### config.mk
export PLATFORM = sky130hd
export DESIGN_NAME = regfile_sb
export DESIGN_NICKNAME = d
export VERILOG_FILES = /design/src/rtl/regfile_pkg.sv /design/src/rtl/reg_scoreboard.sv /design/src/rtl/regfile_sb.sv
export SDC_FILE = /design/constraint.sdc
export NUM_CORES = 2
export LEC_CHECK = 0
export CAP_MARGIN = 15
export CORE_MARGIN = 1.5
export CORE_UTILIZATION = 36
export DETAILED_ROUTE_END_ITERATION = 8
export GPL_TIMING_DRIVEN = 0
export PLACE_DENSITY_LB_ADDON = 0.05
export SYNTH_ARGS = -nofsm -noshare
export SYNTH_HDL_FRONTEND = slang
export SYNTH_SLANG_ARGS = --single-unit
### constraint.sdc
create_clock -name clk_i -period 4.05 [get_ports clk_i]
set_clock_uncertainty 0.15 [all_clocks]
set_input_delay 1.0125 -clock clk_i [delete_from_list [all_inputs] [get_ports clk_i]]
set_output_delay 1.0125 -clock clk_i [all_outputs]
set_load 0.01 [all_outputs]
### src/rtl/regfile_pkg.sv
// Shared constants for the register file and its scoreboard.
// Latency: n/a (definitions only).
// Backpressure: n/a.
package regfile_pkg;

    localparam int DATA_W_DEFAULT = 32;
    localparam int ADDR_W_DEFAULT = 5;

    // Architectural register indices with special meaning.
    localparam int REG_ZERO = 0;
    localparam int REG_A0   = 10;

endpackage

### src/rtl/reg_scoreboard.sv
// Busy-bit scoreboard: one bit per register, set on issue, cleared on writeback.
// Latency: busy bits update on the next rising edge; Stall_o is combinational.
// Backpressure: raises Stall_o for the issuer to hold; never gates Issue_i itself.
module reg_scoreboard
    import regfile_pkg::*;
#(
    parameter int ADDR_W = ADDR_W_DEFAULT
) (
    input  logic              clk_i,
    input  logic              rst_ni,
    input  logic [ADDR_W-1:0] A1_i,
    input  logic [ADDR_W-1:0] A2_i,
    input  logic [ADDR_W-1:0] A3_i,
    input  logic              WE3_i,
    input  logic              Issue_i,
    input  logic [ADDR_W-1:0] IssueRd_i,
    output logic              Stall_o
);

    localparam int DEPTH = 2 ** ADDR_W;
    localparam logic [ADDR_W-1:0] ZERO_IDX = ADDR_W'(REG_ZERO);

    logic [DEPTH-1:0] busy;
    logic [DEPTH-1:0] busy_nxt;
    logic             stall_rs1;
    logic             stall_rs2;

    // Clear on writeback first, then set on issue so a same-index issue wins.
    always_comb begin
        busy_nxt = busy;
        if (WE3_i) begin
            busy_nxt[A3_i] = 1'b0;
        end
        if (Issue_i && (IssueRd_i != ZERO_IDX)) begin
            busy_nxt[IssueRd_i] = 1'b1;
        end
    end

    // Busy-bit state; reset drops every outstanding producer.
    always_ff @(posedge clk_i or negedge rst_ni) begin
        if (!rst_ni) begin
            busy <= '0;
        end else begin
            busy <= busy_nxt;
        end
    end

    // A source stalls only if busy and not being resolved by this cycle's writeback.
    always_comb begin
        stall_rs1 = (A1_i != ZERO_IDX) && busy[A1_i] && !(WE3_i && (A3_i == A1_i));
        stall_rs2 = (A2_i != ZERO_IDX) && busy[A2_i] && !(WE3_i && (A3_i == A2_i));
        Stall_o   = stall_rs1 || stall_rs2;
    end

endmodule

### src/rtl/regfile_sb.sv
// Two-read/one-write register file with write-through bypass and busy scoreboard.
// Latency: reads and Stall_o combinational; writes land on the next rising edge.
// Backpressure: Stall_o asks the issue stage to hold; issue is not gated here.
module regfile_sb
    import regfile_pkg::*;
#(
    parameter int DATA_W = DATA_W_DEFAULT,
    parameter int ADDR_W = ADDR_W_DEFAULT
) (
    input  logic              clk_i,
    input  logic              rst_ni,
    input  logic [ADDR_W-1:0] A1_i,
    input  logic [ADDR_W-1:0] A2_i,
    output logic [DATA_W-1:0] RD1_o,
    output logic [DATA_W-1:0] RD2_o,
    input  logic [ADDR_W-1:0] A3_i,
    input  logic [DATA_W-1:0] WD3_i,
    input  logic              WE3_i,
    input  logic              Issue_i,
    input  logic [ADDR_W-1:0] IssueRd_i,
    output logic              Stall_o,
    output logic [DATA_W-1:0] a0_o
);

    localparam int DEPTH = 2 ** ADDR_W;
    localparam logic [ADDR_W-1:0] ZERO_IDX = ADDR_W'(REG_ZERO);
    localparam logic [ADDR_W-1:0] A0_IDX   = ADDR_W'(REG_A0);

    logic [DATA_W-1:0] regs [DEPTH];
    logic              wr_en;

    // x0 is never written; the bypass is also suppressed while reset is held
    // so the read ports show zero during reset.
    assign wr_en = WE3_i && (A3_i != ZERO_IDX) && rst_ni;

    // Data array; x0 stays at zero because wr_en excludes it.
    always_ff @(posedge clk_i or negedge rst_ni) begin
        if (!rst_ni) begin
            for (int i = 0; i < DEPTH; i++) begin
                regs[i] <= '0;
            end
        end else if (wr_en) begin
            regs[A3_i] <= WD3_i;
        end
    end

    // Read ports with same-cycle write-through bypass.
    always_comb begin
        RD1_o = regs[A1_i];
        RD2_o = regs[A2_i];
        if (wr_en && (A3_i == A1_i)) begin
            RD1_o = WD3_i;
        end
        if (wr_en && (A3_i == A2_i)) begin
            RD2_o = WD3_i;
        end
        if (A1_i == ZERO_IDX) begin
            RD1_o = '0;
        end
        if (A2_i == ZERO_IDX) begin
            RD2_o = '0;
        end
    end

    // a0 debug view comes straight from the array, no bypass.
    assign a0_o = regs[A0_IDX];

    reg_scoreboard #(
        .ADDR_W (ADDR_W)
    ) u_scoreboard (
        .clk_i     (clk_i),
        .rst_ni    (rst_ni),
        .A1_i      (A1_i),
        .A2_i      (A2_i),
        .A3_i      (A3_i),
        .WE3_i     (WE3_i),
        .Issue_i   (Issue_i),
        .IssueRd_i (IssueRd_i),
        .Stall_o   (Stall_o)
    );

endmodule

==> run summary <==
Flip-flop cell with the highest count after synthesis: dfrtp_1
Sequential share of power: 41.0%
Detailed-route via count: 41100
Area of the core: 159000 um^2
Global-route wire length before repair: 353000 um
Final-report max-slew violation count: 0
Initial antenna violation count: 6
Yosys top cell by area: dfrtp_1
Violations in the final reports: negative hold slack, negative setup slack
XOR/XNOR share of the synthesized area: 0.152%
CTS clock-pin slew for the worst setup and hold paths: 60 ps
Gate power share: 20.2%
Vias per inst: 6.11
Effective utilization at floorplan: 36.4%
Most instantiated cells after synthesis: 1081 x mux2_2, 1056 x dfrtp_1, 396 x mux4_2
Last weighted congestion value of the routability-driven placer: 0.897
Fraction of final layout cells with drive strength greater than 1: 58.3%
Final hold violations: 6
Category of the worst setup path launch point: input port
Overall global routing resource usage: 31.3%
Clock network fraction of design power: 38.7%
Final non-filler cell total: 6733
Switching share of power: 28.8%
CTS H-tree lvls: 4
Cell depth of the worst flop-to-flop path: 1
Row count: 146
Number of detailed-route iterations in the first pass: 7
Post-synthesis cell area: 57700 um^2
Worst slew margin relative to its limit: 33.0%
DRC violation count after routing: 0
Count of pins on the block boundary: 153
Worst Path Class, Setup: input port to output pin
Number of buffers created by CTS: 134
Setup-failing EPs final: 64
Clock root buffer master: clkbuf_16
Net total in the final layout: 4614
Total wire length: 256000 um
Share of synthesized registers carrying an async set or reset: 100%
Critical-path maximum fanout: 5
Adder and majority cell fraction of the synthesized area: 0%
Largest net degree at the start of global routing: 156
Count of filler cells inserted in the layout: 14100
Count of warnings emitted by yosys: 0
Source of the worst register-to-register timing path: a0_o[29]$_DFFE_PN0P_
Worst-case clock buffer depth: 3
Post-detailed-placement half-perimeter wirelength: 173000 um
Post-route fraction of the period consumed by the critical path: 107%
Number of max-capacitance violations reported: 0
Min Clock Period, post-route: 4310 ps
Die footprint: 163000 um^2
Total internal power: 22.7 mW
Terminus of the critical flop-to-flop path: a0_o[29]$_DFFE_PN0P_
Cell with the most instances after synthesis: mux2_2
Achievable clock frequency: 232 MHz
Worst-case setup margin in the final layout: -264 ps
FF+latch area: 26400 um^2
Largest cells by area after synthesis: dfrtp_1 46%, mux2_2 21%, mux4_2 15%
Share of the synthesized area in the top cell type: 45.8%
Net switching power: 9.15 mW
Vias in the first global route: 42400
Post-Route Hold Slack: -5.00 ps
Fraction of the mapped netlist area in compound gates: 4.58%
VDD IR max: 0.000472 V
Number of distinct library cells after synthesis: 54
Main combinational cell family by area after synthesis: multiplexers
Synth Area in Simple Gates: 3.84%
Syn Area/Cell: 14.0 um^2
CP endpoint kind: output pin
#FFs+latches synth: 1056
Actual transition at the worst max-transition pin: 1000 ps
Placed Instances: 6348
TritonCTS sink count: 1056
Die Y-Extent: 403 um
Worst Path Arrival: 3150 ps
Power per Cell Area: 431 nW/um^2
Post-synth EDFFs: 0
Number of cells produced by synthesis: 4113
Multiplexer share of the synthesized area: 40.8%
Standby leakage power: 32.3 nW
Sum Neg Setup Slack: -8540 ps
Nets in the synthesized netlist: 4169
Post-route antenna net violation count: 0
Area grow syn2layout: 27.9%
Power after layout: 31.8 mW
Status: finished, violations left
Register area share after synthesis: 45.8%
CTS tree: done
Classification of the worst-slack hold path: input port to async pin
Area used by multi-input combinational logic: 31700 um^2
Worst EP required: 2890 ps
Total of buffers placed on input and output ports: 144
Wire per inst: 38.0 um
RSZ-0062 raised after global routing: true
Clock network latency to the later pin of the worst-skew pair: 760 ps
Slack of the worst reg-to-reg path: 2890 ps
Total congestion overflow after global routing: 0
Die width: 403 um
Starting DRT DRC Count: 3736
through the flow:
| stage | instance area (um^2) | hold WS, ps | setup slack (ps) | utilization (%) |
|---|---|---|---|---|
| after CTS | 72700 | 17.2 | -245 | 45.8 |
| final | 73900 | -5.00 | -264 | 46.5 |
| after global placement | 61800 | 310 | -51210 | 38.9 |
| after floorplan | 57700 | 295 | 354 | - |
| after global routing | 73900 | 4.58 | -315 | 46.5 |
| after detailed placement | 62100 | 317 | -2500 | 39.1 |
power by group through the flow:
stage	Clock [mW]	Sequential, mW	Combinational [mW]
finish	12.3	13.1	6.43
CTS	12.5	13.0	6.23
global placement	0	13.2	5.29
global route	13.0	13.2	6.77
detailed placement	0	13.2	5.47
floorplan	0	12.7	3.69
layout make-up:
class / instances / area share, %
flip-flops and latches: 1056 / 35.8
well taps: 2072 / 3.51
diodes: 2 / 0.00678
multi-input cells: 2560 / 42.9
clock buffers: 197 / 5.47
plain buffers: 482 / 6.45
clock inverters: 40 / 0.569
repair buffers: 322 / 5.31
inverters: 2 / 0.0152
per-layer routing:
layer  part of all wire, %  track usage [%]  vias to the layer above  routed length [um]
met5                0.0051                0                        -                  13
met4                   3.6             10.6                        2                9180
met3                   7.1             6.79                      396               18100
met2                    46             49.2                     1607              119000
met1                    43             43.0                    22500              110000
li1                      -                -                    16600                   -
worst max-delay path, cell delays in order:
cell and delay, ps:
buf_12 120, buf_16 150, buf_8 130, xnor2_2 140
nand4_1 140, buf_4 180, nor3_4 220, buf_12 180
buf_12 130, buf_4 130, buf_16 150, nor3_4 60
nor3_2 210, buf_2 180
state kept, by name (all words and copies together) (netlist names):
| register | flops |
|---|---|
| regs | 992 |
| u_scoreboard.busy | 32 |
| a0_o | 32 |
worst max-delay path by stage:
stage,start,to,slack (ps),depth (start not counted)
finish,A1_i[1],RD1_o[29],-260,14
global route,A1_i[1],RD1_o[11],-310,14
CTS,A3_i[3],RD2_o[17],-250,12
detailed placement,A2_i[2],RD2_o[17],-2500,10
global placement,rst_ni,regs[19]$_DFFE_PN0P_,-51210,5
floorplan,A2_i[1],RD2_o[10],350,7
what timing repair did:
action,4_1_cts,5_1_grt
pin swaps,147,79
cloned,25,2
setup endpoints to repair,191,65
hold buffers,2,0
gates resized for setup,1359,196
buffers inserted,98,42
endpoints found under the hold margin,10,0
logic make-up (layout without fill, tap and decap cells):
family                    after synthesis  in the layout
DFF                                  1056           1056
muxes                                1717           1717
other                                   0              2
AOI/OAI and AO/OA                     364            364
xor gates and xnor gates               10             10
buffers and inverters                 497           1043
and+or+nand+nor                       469            469
layout by cell type, fill, tap and decap left out, types with 16 or more instances in the layout:
cell             count
buf_16              45
clkbuf_4            21
buf_4              121
nor3_4              90
mux2i_1            165
nand2_1             22
o21ai_0             63
a211oi_4            19
mux2i_2             16
clkdlybuf4s50_1     70
a211oi_2            44
mux2i_4             19
buf_12             109
o221ai_1            41
nor2_1             147
o22ai_1             39
clkbuf_1           157
buf_2              138
buf_8               38
nor2_2              28
clkinv_2            25
mux4_2             396
buf_6               77
mux2_2            1081
a21oi_1             19
o22ai_2             22
clkbuf_8            60
dfrtp_1           1056
a221o_1             33
nor2_4              36
clkbuf_16          149
nor3_2              65
mux2_1              40
o221ai_2            17
Note: power is estimated with default switching activity, not from simulation.
